$ cat config.mk
export PLATFORM = sky130hd
export DESIGN_NAME = vector_feeder
export DESIGN_NICKNAME = d
export VERILOG_FILES = /design/src/rtl/vf_pkg.sv /design/src/rtl/vf_buffer.sv /design/src/rtl/vector_feeder.sv
export SDC_FILE = /design/constraint.sdc
export NUM_CORES = 1
export LEC_CHECK = 0
export BUFFER_PORTS_ARGS = -buffer_cell sky130_fd_sc_hd__buf_2
export CAP_MARGIN = 15
export CORE_MARGIN = 2
export CORE_UTILIZATION = 60
export DETAILED_ROUTE_END_ITERATION = 7
export PLACE_DENSITY = 0.79
export SLEW_MARGIN = 10
export SYNTH_ARGS = -nofsm -noshare
export SYNTH_HDL_FRONTEND = slang
export SYNTH_HIERARCHICAL = 1
export SYNTH_SLANG_ARGS = --single-unit
$ cat constraint.sdc
create_clock -name clock -period 3 [get_ports clock]
set_input_delay 0.6 -clock clock [delete_from_list [all_inputs] [get_ports clock]]
set_output_delay 0.6 -clock clock [all_outputs]
set_load 0.005 [all_outputs]
$ cat src/rtl/vf_pkg.sv
// Shared definitions for the vector feeder.
//   DW      : default element width in bits
//   DEPTH   : default entries per vector buffer (power of two)
//   TIMEOUT : edges allowed for the downstream busy handshake
//   vf_state_e : feeder state encoding
package vf_pkg;

  localparam int DW      = 8;
  localparam int DEPTH   = 8;
  localparam int TIMEOUT = 16;

  typedef enum logic [2:0] {
    IDLE      = 3'd0,
    START     = 3'd1,
    WAIT_BUSY = 3'd2,
    STREAM    = 3'd3,
    DRAIN     = 3'd4,
    FINISH    = 3'd5
  } vf_state_e;

endpackage

$ cat src/rtl/vf_buffer.sv
// Two DEPTH x DW vector banks (A and B) with one write port and one shared
// combinational read index. The contents have no reset.
//   clock  : rising-edge clock
//   we     : write enable (already qualified by the caller)
//   sel    : bank select for writes, 0 = A, 1 = B
//   waddr  : write index
//   wdata  : write data
//   raddr  : shared read index for both banks
//   rd_a   : A[raddr]
//   rd_b   : B[raddr]
module vf_buffer #(
  parameter int DW    = vf_pkg::DW,
  parameter int DEPTH = vf_pkg::DEPTH
) (
  input  logic                     clock,
  input  logic                     we,
  input  logic                     sel,
  input  logic [$clog2(DEPTH)-1:0] waddr,
  input  logic [DW-1:0]            wdata,
  input  logic [$clog2(DEPTH)-1:0] raddr,
  output logic [DW-1:0]            rd_a,
  output logic [DW-1:0]            rd_b
);

  logic [DW-1:0] mem_a_q [DEPTH];
  logic [DW-1:0] mem_b_q [DEPTH];

  always_ff @(posedge clock) begin
    if (we) begin
      if (sel) mem_b_q[waddr] <= wdata;
      else     mem_a_q[waddr] <= wdata;
    end
  end

  assign rd_a = mem_a_q[raddr];
  assign rd_b = mem_b_q[raddr];

endmodule

$ cat src/rtl/vector_feeder.sv
// Streams two buffered vectors element-pairwise to a downstream dot-product
// stage, with a start pulse, busy handshake and handshake timeouts.
//   clock, reset : clock and synchronous active-low reset
//   wr_en/wr_sel/wr_addr/wr_data : buffer write port (honoured in IDLE only)
//   len, go      : element count (1..DEPTH) sampled with the go strobe
//   dp_start     : one-cycle start pulse to downstream
//   dp_a, dp_b, dp_valid : element beats, zero when not valid
//   dp_busy      : downstream busy flag
//   busy, done, error : status (done/error are one-cycle pulses)
//
// state     | meaning
// ----------+------------------------------------------------------
// IDLE      | accepting writes and go
// START     | dp_start asserted for this single cycle
// WAIT_BUSY | waiting for downstream to raise dp_busy (timed)
// STREAM    | one beat per cycle, index 0..len-1
// DRAIN     | waiting for downstream to drop dp_busy (timed)
// FINISH    | done pulse, back to IDLE
module vector_feeder #(
  parameter int DW    = vf_pkg::DW,
  parameter int DEPTH = vf_pkg::DEPTH
) (
  input  logic                     clock,
  input  logic                     reset,
  input  logic                     wr_en,
  input  logic                     wr_sel,
  input  logic [$clog2(DEPTH)-1:0] wr_addr,
  input  logic [DW-1:0]            wr_data,
  input  logic [$clog2(DEPTH):0]   len,
  input  logic                     go,
  output logic                     dp_start,
  output logic [DW-1:0]            dp_a,
  output logic [DW-1:0]            dp_b,
  output logic                     dp_valid,
  input  logic                     dp_busy,
  output logic                     busy,
  output logic                     done,
  output logic                     error
);

  import vf_pkg::*;

  localparam int AW = $clog2(DEPTH);
  localparam int LW = AW + 1;
  localparam int TW = $clog2(TIMEOUT);
  localparam logic [TW-1:0] TMO_LOAD = TW'(TIMEOUT - 1);
  localparam logic [LW-1:0] LEN_MAX  = LW'(DEPTH);

  vf_state_e     state_q, state_d;
  logic [LW-1:0] len_q, len_d;
  logic [LW-1:0] idx_q, idx_d;
  logic [TW-1:0] tmo_q, tmo_d;
  logic          dp_start_q, dp_start_d;
  logic          dp_valid_q, dp_valid_d;
  logic [DW-1:0] dp_a_q, dp_a_d;
  logic [DW-1:0] dp_b_q, dp_b_d;
  logic          busy_q, busy_d;
  logic          done_q, done_d;
  logic          error_q, error_d;

  logic          buf_we;
  logic [DW-1:0] rd_a, rd_b;

  // Writes are honoured only in IDLE and never on a reset edge.
  assign buf_we = wr_en & reset & (state_q == IDLE);

  vf_buffer #(.DW(DW), .DEPTH(DEPTH)) u_buffer (
    .clock (clock),
    .we    (buf_we),
    .sel   (wr_sel),
    .waddr (wr_addr),
    .wdata (wr_data),
    .raddr (idx_q[AW-1:0]),
    .rd_a  (rd_a),
    .rd_b  (rd_b)
  );

  always_comb begin
    state_d = state_q;
    len_d   = len_q;
    idx_d   = idx_q;
    tmo_d   = tmo_q;
    error_d = 1'b0;

    case (state_q)
      IDLE: begin
        idx_d = '0;
        if (go) begin
          if ((len != '0) && (len <= LEN_MAX)) begin
            len_d   = len;
            state_d = START;
          end else begin
            error_d = 1'b1;
          end
        end
      end
      START: begin
        tmo_d   = TMO_LOAD;
        state_d = WAIT_BUSY;
      end
      WAIT_BUSY: begin
        if (dp_busy) begin
          state_d = STREAM;
        end else if (tmo_q == '0) begin
          error_d = 1'b1;
          state_d = IDLE;
        end else begin
          tmo_d = tmo_q - TW'(1);
        end
      end
      STREAM: begin
        // Index is one bit wider than the address so it never wraps.
        idx_d = idx_q + LW'(1);
        if (idx_q == len_q - LW'(1)) begin
          tmo_d   = TMO_LOAD;
          state_d = DRAIN;
        end
      end
      DRAIN: begin
        if (!dp_busy) begin
          state_d = FINISH;
        end else if (tmo_q == '0) begin
          error_d = 1'b1;
          state_d = IDLE;
        end else begin
          tmo_d = tmo_q - TW'(1);
        end
      end
      FINISH: begin
        state_d = IDLE;
      end
      default: begin
        state_d = IDLE;
      end
    endcase

    dp_start_d = (state_d == START);
    busy_d     = (state_d != IDLE);
    done_d     = (state_d == FINISH);
    // Beats trail the STREAM state by one registered stage.
    dp_valid_d = (state_q == STREAM);
    dp_a_d     = dp_valid_d ? rd_a : '0;
    dp_b_d     = dp_valid_d ? rd_b : '0;
  end

  always_ff @(posedge clock) begin
    if (!reset) begin
      state_q    <= IDLE;
      len_q      <= '0;
      idx_q      <= '0;
      tmo_q      <= '0;
      dp_start_q <= 1'b0;
      dp_valid_q <= 1'b0;
      dp_a_q     <= '0;
      dp_b_q     <= '0;
      busy_q     <= 1'b0;
      done_q     <= 1'b0;
      error_q    <= 1'b0;
    end else begin
      state_q    <= state_d;
      len_q      <= len_d;
      idx_q      <= idx_d;
      tmo_q      <= tmo_d;
      dp_start_q <= dp_start_d;
      dp_valid_q <= dp_valid_d;
      dp_a_q     <= dp_a_d;
      dp_b_q     <= dp_b_d;
      busy_q     <= busy_d;
      done_q     <= done_d;
      error_q    <= error_d;
    end
  end

  assign dp_start = dp_start_q;
  assign dp_valid = dp_valid_q;
  assign dp_a     = dp_a_q;
  assign dp_b     = dp_b_q;
  assign busy     = busy_q;
  assign done     = done_q;
  assign error    = error_q;

endmodule

==> results.json, run 1 <==
{
  "path_class": "flop to flop",
  "min_from": "len[0]",
  "root_buffer": "clkbuf_8",
  "syn_nets": 404,
  "r2r_slack_ns": 0.24,
  "synth_simple_gate_area_share": 0.07613,
  "vdd_drop_max_mv": 0.4485,
  "die_area_sq_um": 11920,
  "holdPathStages": 3,
  "yosysTopAreaCell": "edfxtp_1",
  "cp_data_required_time_ns": 3.16,
  "rr_startpoint": "state_q[1]$_SDFF_PN0_",
  "syn_avg_cell_area_sq_um": 17.47,
  "rows": 38,
  "track_usage": 0.2421,
  "syn_inst": 380,
  "yosysSeqAreaShare": 0.6874,
  "cp_num_buf_inv": 0,
  "cts_buffer_depth": 2,
  "die_h_um": 109.2,
  "ys_types": 53,
  "min_period_ns": 2.764,
  "leakagePower_nw": 2.716,
  "port_buffers": 41,
  "grt_remaining_overflow": 0,
  "hp-class": "input port to flop",
  "grt_max_degree": 37,
  "firstDrtPassIters": 5,
  "grt_pass1_wl_mm": 20.22,
  "cts_buffers": 17,
  "slew_violations": 0,
  "max-slew-margin-rel": 0.5065,
  "r2r_end": "u_buffer/mem_b_q[5][0]$_DFFE_PP_",
  "io_pins": 42,
  "slowest_stage": "nor2_1",
  "hold_viol_final": 0,
  "synth-seq-cells": 164,
  "core_area_sq_um": 10840,
  "fp.dieW_um": 109.2,
  "syn_area_sq_um": 6640,
  "finalCritPeriodShare": 0.9213,
  "tightest_slew_ns": 0.7346,
  "muxShareOfSynthArea": 0.1605,
  "synth_top_family_by_area": "multiplexers",
  "status": "complete, no violations",
  "dp_hpwl_mm": 7.977,
  "drt-total-wl_mm": 13.38,
  "clkLatencyLatePin_ns": 0.53,
  "synth_top_area_share": 0.5789,
  "h-tree-depth": 4,
  "grt_pass1_vias": 3629,
  "cts_sinks": 164,
  "timing.fmax_ghz": 0.3618,
  "drc": 0,
  "cts_setup_buffers": 0,
  "finClkSkew_ns": 0.008935,
  "place.gp.congestion": 0.8898,
  "rsz0062_at_grt": "no",
  "min_to": "len_q[0]$_SDFFE_PN0P_",
  "grt_antenna_before_repair": 0,
  "start_kind": "flop",
  "synth_compound_area_frac": 0.03825,
  "finalSetupTns_ns": 0,
  "area_growth_pct": 15.32,
  "vias_per_cell": 6.139,
  "cts_resized": 0,
  "nets": 467,
  "wl_per_cell_um": 22.44,
  "synthAdderAreaFrac": 0.005653,
  "crit_chain": "or2_4 > nor3_1 > nand3_1 > nor2_1",
  "synth.area.top_cells": "edfxtp_1 (58%), mux4_1 (11%), dfxtp_1 (11%)",
  "ys_warn_count": 6,
  "initial_core_util": 0.6125,
  "synthArstFlopShare": 0,
  "crit_path_end_kind": "flop",
  "cts_tree": "built",
  "r2r_cells": 4,
  "slowest_delay_ns": 0.63,
  "drtIter0Drc": 430,
  "powerDensity_nw_per_um2": 630.0,
  "whs_ns": 0.3320,
  "cp_max_fo": 17,
  "ant_nets": 0,
  "critical_path.top_delay_family": "simple AND/OR/NAND/NOR gates",
  "num_antenna_cells": 0,
  "cts_hold_buf": 0,
  "synth_edf_count": 128,
  "clkTransAtPathRegs_ns": 0.06,
  "synth_ff_type": "edfxtp_1",
  "num_vias": 3659,
  "arrival_ns": 2.92,
  "layout-drive-gt1-share": 0.2654,
  "maxCapViolations": 0,
  "setup_viol": 0,
  "synth_xor_area_frac": 0.01149
}
==> kinds of logic (layout without fill, tap and decap cells) <==
logic type,Yosys count,after routing
multiplexers,54,54
adder cells (fa/ha/maj),3,3
AO/OA/AOI/OAI,34,34
buffers and inverters,25,101
AND/OR/NAND/NOR,93,93
flip-flops,164,164
XOR/XNOR,7,7
==> registers in the layout, indices dropped and copies added (netlist names) <==
name,count
dp_a,8
dp_valid,1
u_buffer/mem_b_q,64
idx_q,4
u_buffer/mem_a_q,64
dp_start,1
tmo_q,4
dp_b,8
error,1
done,1
busy,1
len_q,4
state_q,3
==> synth_stat cells (all sizes together) (2+ instances only) <==
| cell type | n |
|---|---|
| a21oi | 7 |
| nor2 | 30 |
| xnor2 | 5 |
| mux2i | 6 |
| edfxtp | 128 |
| mux2 | 16 |
| nand4 | 2 |
| ha | 3 |
| o21a | 2 |
| buf | 14 |
| nor3b | 5 |
| dfxtp | 36 |
| o21ai | 7 |
| nand3b | 3 |
| a22oi | 2 |
| o22ai | 2 |
| inv | 8 |
| o221a | 3 |
| nand2b | 4 |
| nor4 | 2 |
| mux4 | 32 |
| a21o | 4 |
| clkbuf | 3 |
| or3b | 2 |
| nand2 | 14 |
| and2 | 17 |
| nor3 | 8 |
==> how the worst max path moves through the flow <==
stage                                startpoint                          endpoint  slack [ns]  cells after the start
final                     state_q[1]$_SDFF_PN0_  u_buffer/mem_b_q[5][0]$_DFFE_PP_        0.24                      4
after global routing      state_q[1]$_SDFF_PN0_  u_buffer/mem_b_q[5][7]$_DFFE_PP_        0.08                      4
after CTS                 state_q[1]$_SDFF_PN0_  u_buffer/mem_b_q[5][0]$_DFFE_PP_        0.31                      4
after detailed placement  state_q[1]$_SDFF_PN0_  u_buffer/mem_a_q[0][5]$_DFFE_PP_        0.43                      5
after global placement    state_q[1]$_SDFF_PN0_  u_buffer/mem_a_q[0][2]$_DFFE_PP_        0.50                      5
after floorplan           state_q[1]$_SDFF_PN0_  u_buffer/mem_a_q[0][0]$_DFFE_PP_        0.51                      5
==> placed cells by master, fill, tap and decap left out, types with 5 or more instances in the layout <==
cell	instances
clkbuf_16	16
mux4_1	28
buf_4	19
nor3_1	7
nand2_1	14
dfxtp_1	35
and2_1	17
inv_1	8
a21oi_1	7
edfxtp_1	128
mux2_2	16
buf_2	41
mux2i_1	6
nor2_1	30
xnor2_1	5
o21ai_0	6
==> per-layer routing <==
metal,vias to the layer above,wire length (um),part of all wire,global-route usage
met4,0,396,0.030,0.1112
met5,-,0,0,0
li1,1625,-,-,-
met1,1816,5487,0.41,0.3272
met3,32,973,0.073,0.06336
met2,186,6518,0.49,0.3731
==> where the power goes <==
group | leakage [nW] | internal (W) | switching (W) | total [W]
Sequential | 1.44 | 0.00248 | 0.0000223 | 0.00250
Combinational | 0.992 | 0.0000862 | 0.000128 | 0.000214
Clock | 0.279 | 0.00126 | 0.000851 | 0.00211
Total | 2.72 | 0.00382 | 0.00100 | 0.00482
==> through the flow <==
| step | setup WS [ns] | std cells | total power, W | instance area (sq um) | utilization |
|---|---|---|---|---|---|
| finish | 0.2361 | 596 | 0.004824 | 7657 | 0.7064 |
| detailed placement | 0.4275 | 564 | 0.002757 | 7078 | 0.6529 |
| global route | 0.08015 | 596 | 0.004965 | 7657 | 0.7064 |
| floorplan | 0.5055 | 380 | 0.002669 | 6640 | - |
| CTS | 0.3117 | 596 | 0.004855 | 7657 | 0.7064 |
| global placement | 0.5044 | 564 | 0.002747 | 7078 | 0.6529 |
==> tightest hold or removal path: stages <==
cell     delay, ns
buf_2         0.09
mux2i_1       0.06
nor2_1        0.07
==> layout make-up <==
type	count	area, sq um
fillers	671	3183
well taps	140	175.2
clock inverters	14	161.4
clock buffers	18	417.9
inverters	8	30.03
multi-input cells	191	1939
repair buffers	61	367.9
flip-flops and latches	164	4566
Power figures use the tool's default switching activity.
==> inputs of run 2 (changes only) <==
--- a/config.mk
+++ b/config.mk
@@ -8,9 +8,10 @@
 export BUFFER_PORTS_ARGS = -buffer_cell sky130_fd_sc_hd__buf_2
 export CAP_MARGIN = 15
 export CORE_MARGIN = 2
-export CORE_UTILIZATION = 60
+export CORE_UTILIZATION = 25
+export CTS_BUF_LIST = sky130_fd_sc_hd__clkbuf_8
 export DETAILED_ROUTE_END_ITERATION = 7
-export PLACE_DENSITY = 0.79
+export PLACE_DENSITY = 0.4
 export SLEW_MARGIN = 10
 export SYNTH_ARGS = -nofsm -noshare
 export SYNTH_HDL_FRONTEND = slang
==> run 2 against run 1 <==
Effect of this change: routed wire length grew 9.1%; total power shrank 8.6%; clock skew grew 0.0032 ns; combinational power is essentially flat; highest routed layer is now met5; final area grew 1.4%; sequential share of layout area shrank 0.81 points; worst setup slack gained 0.32 ns; cell count grew 33%; count of clock-buffer cells in the layout shrank 1; first-iteration DRC count shrank 48%; hold slack gained 0.077 ns; largest power group unchanged.
==> results.json, run 2 (synthesized netlist as in run 1, its figures left out) <==
{
  "status": "complete, no violations",
  "layout_commonest_cell": "edfxtp_1",
  "timing.fmax_ghz": 0.4089,
  "cts_setup_buffers": 0,
  "grt_pass1_wl_mm": 22.20,
  "port_buffers": 41,
  "fp.dieW_um": 167.0,
  "dp_hpwl_mm": 9.145,
  "drt-total-wl_mm": 14.59,
  "finalCritPeriodShare": 0.8151,
  "min_period_ns": 2.445,
  "h-tree-depth": 4,
  "dp_cells": 761,
  "io_pins": 42,
  "crit_path_end_kind": "flop",
  "min_from": "len[2]",
  "die_area_sq_um": 27880,
  "cts_resized": 0,
  "leakagePower_nw": 2.660,
  "initial_core_util": 0.2548,
  "start_kind": "flop",
  "grt_pass1_vias": 3618,
  "num_antenna_cells": 0,
  "hold_viol_final": 0,
  "cts_buffers": 17,
  "grt_remaining_overflow": 0,
  "rr_startpoint": "state_q[0]$_SDFF_PN0_",
  "nFillCells": 2598,
  "layout-drive-gt1-share": 0.2795,
  "cp_max_fo": 18,
  "arrival_ns": 2.60,
  "clkLatencyLatePin_ns": 0.45,
  "cts_tree": "built",
  "tightest_slew_ns": 0.5816,
  "crit_start": "state_q[0]$_SDFF_PN0_",
  "place.gp.congestion": 0.7457,
  "num_vias": 3532,
  "drtIter0Drc": 223,
  "cts_sinks": 164,
  "track_usage": 0.1086,
  "ant_nets": 0,
  "cp_data_required_time_ns": 3.16,
  "vias_per_cell": 4.454,
  "total_power_w": 0.004408,
  "cts_buffer_depth": 2,
  "grt_antenna_before_repair": 2,
  "clkTransAtPathRegs_ns": 0.09,
  "slew_violations": 0,
  "cts_hold_buf": 0,
  "hp-class": "input port to flop",
  "grt_max_degree": 37,
  "max-slew-margin-rel": 0.6118,
  "mostFrequentLayoutCells": "edfxtp_1 (128), buf_2 (41), dfxtp_1 (35), nor2_1 (30), mux4_1 (28)",
  "powerDensity_nw_per_um2": 567.8,
  "root_buffer": "clkbuf_8",
  "setup_viol": 0,
  "rsz0062_at_grt": "no",
  "layoutNonFillerInstCount": 793,
  "vdd_drop_max_mv": 0.2858,
  "finalSetupTns_ns": 0,
  "maxCapViolations": 0,
  "area_growth_pct": 16.90,
  "firstDrtPassIters": 4,
  "die_h_um": 167.0,
  "wl_per_cell_um": 18.40,
  "core_area_sq_um": 26060,
  "nets": 469,
  "drc": 0,
  "finClkSkew_ns": 0.01209,
  "largestRegisters": "u_buffer/mem_a_q x64, u_buffer/mem_b_q x64",
  "rows": 59,
  "path_class": "flop to flop"
}
run 2: changes by cell type in the layout (fill, tap and decap cells not counted), sizes merged:
cell and change:
bufinv -1, inv +7, clkinv -5, clkbuf -1, buf +2
run 2: stage by stage:
stage | hold WS [ns] | utilization | instance area [sq um] | setup WS, ns
after floorplan | 0.4782 | - | 6640 | 0.5055
after global placement | 0.5130 | 0.2816 | 7337 | 0.5701
after detailed placement | 0.5050 | 0.2816 | 7337 | 0.4987
after global routing | 0.3894 | 0.2979 | 7762 | 0.3434
after CTS | 0.3700 | 0.2979 | 7762 | 0.4650
final | 0.4087 | 0.2979 | 7762 | 0.5546
run 2: path summary, 6_finish.rpt:
| path | end | slack, ns | depth (start not counted) |
|---|---|---|---|
| worst max register to register | u_buffer/mem_a_q[0][7]$_DFFE_PP_ | 0.55 | 6 |
| worst min-delay path | len_q[2]$_SDFFE_PN0P_ | 0.41 | 3 |
| worst min register to register | len_q[3]$_SDFFE_PN0P_ | 0.53 | 2 |
| worst max-delay path | u_buffer/mem_a_q[0][7]$_DFFE_PP_ | 0.55 | 6 |
run 2: cell type report:
type | instances | area (sq um) | share of cell area
sequential | 164 | 4566 | 0.5882
tap | 335 | 419.2 | 0.05400
inverter | 8 | 30.03 | 0.003868
multi-input combinational | 191 | 1939 | 0.2498
timing repair buffer | 63 | 382.9 | 0.04932
clock inverter | 15 | 191.4 | 0.02466
clock buffer | 17 | 234.0 | 0.03014
run 2: critical path, stage by stage, from the launching register on:
cell and delay [ns]:
dfxtp_1 0.50, or2_4 0.35, nor3_1 0.26, buf_4 0.19, or3b_2 0.49, nor3_1 0.16, buf_4 0.21
run 2: report_power, final:
part / switching (W) / total [W] / internal [W] / leakage, nW
combinational: 0.000130 / 0.000217 / 0.0000874 / 1.00
clock: 0.000914 / 0.00170 / 0.000783 / 0.213
sequential: 0.0000210 / 0.00249 / 0.00247 / 1.44
total: 0.00107 / 0.00441 / 0.00334 / 2.66
run 2: metal layers:
layer | GRT usage | part of all wire
met1 | 0.1394 | 0.46
met2 | 0.1798 | 0.49
met3 | 0.03208 | 0.041
met4 | 0.02811 | 0.0083
met5 | 0 | 0.00089
